--- config.mk ---
export PLATFORM = sky130hd
export DESIGN_NAME = ahb_req_arbiter
export DESIGN_NICKNAME = d
export VERILOG_FILES = /design/src/rtl/ahb_req_arbiter.sv
export SDC_FILE = /design/constraint.sdc
export NUM_CORES = 1
export LEC_CHECK = 0
export ABC_AREA = 1
export BUFFER_PORTS_ARGS = -buffer_cell sky130_fd_sc_hd__buf_4
export CAP_MARGIN = 40
export CORE_MARGIN = 3
export CORE_UTILIZATION = 30
export CTS_CLUSTER_DIAMETER = 200
export DETAILED_ROUTE_END_ITERATION = 10
export PLACE_DENSITY = 0.6
export SETUP_SLACK_MARGIN = 0.15
export SKIP_LAST_GASP = 1
export SYNTH_ARGS = -nofsm -noshare
export SYNTH_HDL_FRONTEND = slang
export SYNTH_SLANG_ARGS = --single-unit
--- constraint.sdc ---
create_clock -name HCLK -period 6.06 [get_ports HCLK]
set_input_delay 0.303 -clock HCLK [delete_from_list [all_inputs] [get_ports HCLK]]
set_output_delay 0.303 -clock HCLK [all_outputs]
set_load 0.005 [all_outputs]
--- src/rtl/ahb_req_arbiter.sv ---
// Round-robin arbiter that shares one AHB-Lite master command port and returns done/err/read data to the winner.
// Latency: start one cycle after req is sampled in IDLE, done one cycle after the last beat; HREADY low stalls counting, and a watchdog aborts slow transfers.
module ahb_req_arbiter #(
    parameter int ADDR_WIDTH = 20,
    parameter int DATA_WIDTH = 32,
    parameter int NUM_REQ    = 4,
    parameter int TIMEOUT    = 256
) (
    input  logic                             HCLK,
    input  logic                             HRESET,
    input  logic [NUM_REQ-1:0]               req,
    input  logic [NUM_REQ*ADDR_WIDTH-1:0]    req_addr,
    input  logic [NUM_REQ*3-1:0]             req_size,
    input  logic [NUM_REQ*3-1:0]             req_burst,
    input  logic [NUM_REQ-1:0]               req_write,
    input  logic [NUM_REQ*DATA_WIDTH-1:0]    req_wdata,
    output logic [NUM_REQ-1:0]               gnt,
    output logic [NUM_REQ-1:0]               done,
    output logic                             err,
    output logic                             timeout,
    output logic [DATA_WIDTH-1:0]            rdata,
    output logic                             rd_valid,
    output logic                             start,
    output logic [ADDR_WIDTH-1:0]            addr_ip,
    output logic [2:0]                       hsize_ip,
    output logic [DATA_WIDTH-1:0]            data_ip,
    output logic [2:0]                       hburst_ip,
    output logic                             hwrite_ip,
    input  logic [1:0]                       HTRANS,
    input  logic                             HREADY,
    input  logic                             HRSP,
    input  logic [DATA_WIDTH-1:0]            HRDATA
);

    localparam int IDX_W = (NUM_REQ > 1) ? $clog2(NUM_REQ) : 1;
    localparam int WD_W  = $clog2(TIMEOUT + 1);

    typedef enum logic [2:0] {
        S_IDLE,
        S_ISSUE,
        S_ADDR,
        S_DATA,
        S_DONE
    } state_t;

    typedef struct packed {
        logic [ADDR_WIDTH-1:0] addr;
        logic [2:0]            size;
        logic [2:0]            burst;
        logic                  write;
        logic [DATA_WIDTH-1:0] wdata;
    } cmd_t;

    state_t               state, state_nxt;
    cmd_t                 cmd_q, win_cmd;
    logic [IDX_W-1:0]     rr_ptr, gnt_idx, win_idx, cand;
    logic                 win_found;
    logic [4:0]           addr_left, data_left;
    logic [WD_W-1:0]      wdog;
    logic                 pend, err_q, to_q;
    logic                 in_xfer, acc, beat, last_beat, wd_exp, timed_out;
    logic                 unused_htrans;

    // Only HTRANS[1] distinguishes NONSEQ/SEQ from IDLE/BUSY.
    assign unused_htrans = HTRANS[0];

    function automatic logic [4:0] burst_beats(input logic [2:0] b);
        case (b[2:1])
            2'b00:   return 5'd1;
            2'b01:   return 5'd4;
            2'b10:   return 5'd8;
            default: return 5'd16;
        endcase
    endfunction

    // First requester at or after rr_ptr, wrapping.
    always_comb begin
        win_found = 1'b0;
        win_idx   = '0;
        cand      = '0;
        for (int i = 0; i < NUM_REQ; i++) begin
            cand = IDX_W'((int'(rr_ptr) + i) % NUM_REQ);
            if (!win_found && req[cand]) begin
                win_found = 1'b1;
                win_idx   = cand;
            end
        end
    end

    always_comb begin
        win_cmd       = '0;
        win_cmd.addr  = req_addr[int'(win_idx)*ADDR_WIDTH +: ADDR_WIDTH];
        win_cmd.size  = req_size[int'(win_idx)*3 +: 3];
        win_cmd.burst = req_burst[int'(win_idx)*3 +: 3];
        win_cmd.write = req_write[win_idx];
        win_cmd.wdata = req_wdata[int'(win_idx)*DATA_WIDTH +: DATA_WIDTH];
    end

    assign in_xfer   = (state == S_ADDR) || (state == S_DATA);
    assign acc       = (state == S_ADDR) && HTRANS[1] && HREADY;
    assign beat      = in_xfer && pend && HREADY;
    assign last_beat = beat && (data_left == 5'd1);
    assign wd_exp    = in_xfer && (wdog == WD_W'(TIMEOUT - 1));
    // A final beat landing on the watchdog edge counts as a normal completion.
    assign timed_out = wd_exp && !last_beat;

    always_ff @(posedge HCLK) begin
        if (!HRESET) begin
            state <= S_IDLE;
        end else begin
            state <= state_nxt;
        end
    end

    always_comb begin
        state_nxt = state;
        case (state)
            S_IDLE:  if (win_found) state_nxt = S_ISSUE;
            S_ISSUE: state_nxt = S_ADDR;
            S_ADDR: begin
                if (wd_exp)
                    state_nxt = S_DONE;
                else if (acc && (addr_left == 5'd1))
                    state_nxt = S_DATA;
            end
            S_DATA:  if (last_beat || wd_exp) state_nxt = S_DONE;
            S_DONE:  state_nxt = S_IDLE;
            default: state_nxt = S_IDLE;
        endcase
    end

    always_ff @(posedge HCLK) begin
        if (!HRESET) begin
            cmd_q     <= '0;
            gnt       <= '0;
            gnt_idx   <= '0;
            rr_ptr    <= '0;
            addr_left <= '0;
            data_left <= '0;
            wdog      <= '0;
            pend      <= 1'b0;
            err_q     <= 1'b0;
            to_q      <= 1'b0;
            start     <= 1'b0;
            done      <= '0;
            err       <= 1'b0;
            timeout   <= 1'b0;
            rd_valid  <= 1'b0;
            rdata     <= '0;
        end else begin
            start    <= 1'b0;
            done     <= '0;
            err      <= 1'b0;
            timeout  <= 1'b0;
            rd_valid <= 1'b0;
            case (state)
                S_IDLE: begin
                    if (win_found) begin
                        cmd_q     <= win_cmd;
                        gnt       <= NUM_REQ'(1) << win_idx;
                        gnt_idx   <= win_idx;
                        addr_left <= burst_beats(win_cmd.burst);
                        data_left <= burst_beats(win_cmd.burst);
                        start     <= 1'b1;
                        wdog      <= '0;
                        pend      <= 1'b0;
                        err_q     <= 1'b0;
                        to_q      <= 1'b0;
                    end
                end
                S_ADDR, S_DATA: begin
                    wdog <= wdog + WD_W'(1);
                    if (acc)
                        addr_left <= addr_left - 5'd1;
                    // A stalled data phase stays pending until HREADY returns.
                    if (HREADY)
                        pend <= acc;
                    if (beat) begin
                        data_left <= data_left - 5'd1;
                        if (!cmd_q.write) begin
                            rdata    <= HRDATA;
                            rd_valid <= 1'b1;
                        end
                        if (HRSP)
                            err_q <= 1'b1;
                    end
                    if (timed_out) begin
                        to_q  <= 1'b1;
                        err_q <= 1'b1;
                    end
                    if (state_nxt == S_DONE) begin
                        done    <= gnt;
                        err     <= err_q | (beat & HRSP) | timed_out;
                        timeout <= to_q | timed_out;
                    end
                end
                S_DONE: begin
                    gnt    <= '0;
                    rr_ptr <= (int'(gnt_idx) == NUM_REQ - 1) ? '0 : gnt_idx + IDX_W'(1);
                    err_q  <= 1'b0;
                    to_q   <= 1'b0;
                    pend   <= 1'b0;
                    wdog   <= '0;
                end
                default: ;
            endcase
        end
    end

    assign addr_ip   = cmd_q.addr;
    assign hsize_ip  = cmd_q.size;
    assign hburst_ip = cmd_q.burst;
    assign hwrite_ip = cmd_q.write;
    assign data_ip   = cmd_q.wdata;

endmodule

==> flow_summary_export.csv <==
group,metric,value,unit
cts,htreeDepth,4,
cts,postCtsSetupBuffers,0,
drt,ant_nets,0,
synthesis,async_reset_ff_frac,0,
setup_path,cp_max_fo,58,
setup_path,crit_path_end_kind,"register",
pwr,powerDensity,262.0,nW/um^2
sta,fin_tns_setup,0,ps
setup_path,timing.reg2reg.setup_slack,2430,ps
sta,relSlewSlack,0.3943,
pwr,p_leak,0.005009,uW
placement,hpwl,20420,um
synthesis,ys_types,35,
floorplanning,die_area,24810,um^2
floorplanning,core_area,22160,um^2
drt,routed_wl,27970,um
floorplanning,dieWidth,157.5,um
synthesis,synth_ff_type,"dfxtp_1",
global_route,grt.total_usage,0.2092,
global_route,grt_start_max_net_pins,65,
synthesis,ys_seq_area_frac,0.3837,
floorplanning,ios,381,
cts,cts_tree,"built",
final_layout,num-fill-cells,2319,
placement,gp_congestion,0.8671,
setup_path,critPathRequiredTime,6410,ps
cts,cts_root_buf,"clkbuf_16",
synthesis,avgSynthCellArea,6.591,um^2
setup_path,crit_type,"register to register",
final_layout,final_util,0.4692,
sta,rsz0062_at_grt,"no",
hold_path,hold_path.class,"primary input to register",
cts,clock_latency,420,ps
sta,tightestPinTransition,908.6,ps
sta,final_hold_viol_count,0,
floorplanning,rows,54,
setup_path,r2r-start,"rr_ptr[0]",
synthesis,synth_seq_cells,132,
sta,finClkSkew,12.97,ps
cts,clk_pin_slew,70,ps
floorplanning,die_h,157.5,um
drt,num_vias,8172,
setup_path,cp.arrival,3980,ps
final_layout,final_nets,1663,
sta,min_period,3626,ps
drt,vias_per_cell,4.890,
setup_path,critPathLaunchType,"register",
synthesis,synth_top_cell_area_share,0.3837,
synthesis,syn-num-nets,1330,
synthesis,ys_top_cells_by_area,"dfxtp_1 38%, nand2_1 17%, nand3_1 14%, nand4_1 5.6%, inv_1 4.3%",
final_layout,syn_to_final_growth,50.95,%
cts,cts.sinks,132,
synthesis,syn_area,6888,um^2
global_route,grt_overflow_total,0,
drt,drc,0,
drt,drt_iter0_drc,500,
pwr,power,2724,uW
placement,place.port_buffers,379,
sta,period_share,0.5983,
drt,wl_per_cell,16.74,um
global_route,grt_pass1_wl,40640,um
synthesis,synth_most_common_cell,"nand2_1",
global_route,antenna_found_initial,0,
synthesis,synth_common_cells,"304 x nand2_1, 186 x nand3_1, 132 x dfxtp_1",
setup_path,worst-r2r-cell-count,14,
sta,slew_violations,0,
synthesis,synth_cells,1045,
pwr,ir_drop,0.1905,mV
cts,cts-buffers-inserted,17,
sta,fmax,275.8,MHz
setup_path,setup.worst_path.start,"rr_ptr[0]",
final_layout,drive_above_1_share,0.3156,
cts,ctsHoldBuffers,0,
floorplanning,start_util,0.3108,
cts,cts_resized,0,
setup_path,crit_end,"data_ip[13]",
final_layout,num_antenna_cells,0,
sta,finalSetupViolCount,0,
run,maxCapViolations,0,
global_route,grt_pass1_vias,7412,
setup_path,r2r_end,"data_ip[13]",
status,status,"finished, final reports clean",
cts,cts_buffer_depth,2,
synthesis,synth_edf_count,0,
synthesis,yosysWarnings,0,
drt,drt-pass1-iter-count,5,
synthesis,synth.largest_area_cell,"dfxtp_1",
-- stage by stage --
| stage | setup slack [ps] | std cells | cell area (um^2) | hold WS [ps] |
|---|---|---|---|---|
| 2_1_floorplan | 4099 | 1045 | 6888 | 432.5 |
| 3_3_place_gp | 2477 | 1638 | 9799 | 432.3 |
| 3_5_place_dp | 2468 | 1639 | 9827 | 436.7 |
| 4_1_cts | 2457 | 1671 | 10400 | 141.4 |
| 5_1_grt | 2078 | 1671 | 10400 | 147.7 |
| 6_report | 2434 | 1671 | 10400 | 162.7 |
-- layout by cell type, fill, tap and decap left out, types with 2 or more instances in the layout --
cell type and count:
o211ai_1 2, nand4_1 62, nor3_1 5, xor2_1 5, o32ai_1 3, clkinv_2 4
clkbuf_16 17, nand3_1 186, nand2_2 6, buf_4 385, dfxtp_1 132, nor2_1 48
nand2_1 303, inv_1 78, inv_2 4, or2_2 4, a21oi_1 55, clkinv_4 4
inv_6 4, nor2_4 2, ha_1 7, o22ai_1 2, inv_8 2, o21ai_0 56
-- power breakdown --
group	internal [uW]	total (uW)	leakage [uW]	switching [uW]
registers	961	1020	0.00108	55.1
logic	314	698	0.00365	384
clock network	575	1010	0.000282	434
-- sequential cells by signal, summed over array words and instances, names as in the netlist, 2 cells and up --
| name | flops |
|---|---|
| addr_left | 5 |
| gnt_idx | 2 |
| done | 4 |
| data_left | 5 |
| wdog | 9 |
| gnt | 4 |
| addr_ip | 20 |
| hburst_ip | 3 |
| state | 3 |
| rdata | 32 |
| rr_ptr | 2 |
| data_ip | 32 |
| hsize_ip | 3 |
-- worst max-delay path: stages, from the launching register on --
cell	delay [ps]
dfxtp_1	560
inv_2	160
nand2_1	100
nand2_2	90
nand2_1	70
nand2_1	70
a21oi_1	130
nand2_1	150
nand2_2	130
clkinv_2	590
nor2_8	940
nand2_1	260
nand4_1	150
nand2_1	60
nand2_1	70
-- final cells by class --
class | instances | area [um^2] | share of cell area
sequential | 132 | 2643 | 0.2542
timing repair buffer | 386 | 2918 | 0.2806
clock inverter | 15 | 145.1 | 0.01396
tap | 280 | 350.3 | 0.03369
clock buffer | 17 | 425.4 | 0.04091
multi-input combinational | 757 | 3600 | 0.3462
inverter | 84 | 316.6 | 0.03045
-- layer usage --
metal,track usage,part of all wire,up-vias
li1,-,-,4146
met4,0.06942,0.026,0
met3,0.06131,0.079,42
met5,0,0,-
met2,0.3436,0.47,326
met1,0.2638,0.42,3658
-- kinds of logic (layout without fill, tap and decap cells) --
group                      after synthesis  after routing  share of synthesized area
buffers and inverters                  156            502                    0.09737
DFF                                    132            132                     0.3837
and+or+nand+nor                        620            620                     0.4036
xor gates and xnor gates                 5              5                   0.006358
adders and majority gates                7              7                    0.01272
AOI/OAI and AO/OA                      125            125                    0.09628
-- worst min path at each step --
| stage | from | end | slack [ps] | cells after the start |
|---|---|---|---|---|
| global placement | rdata[4] | rdata[4] | 430 | 2 |
| CTS | HRDATA[12] | rdata[12] | 140 | 3 |
| finish | HRDATA[3] | rdata[3] | 160 | 3 |
| floorplan | to_q | timeout | 430 | 2 |
| global route | HRDATA[24] | rdata[24] | 150 | 3 |
| detailed placement | rdata[30] | rdata[30] | 440 | 2 |
(Power assumes the default switching activity.)
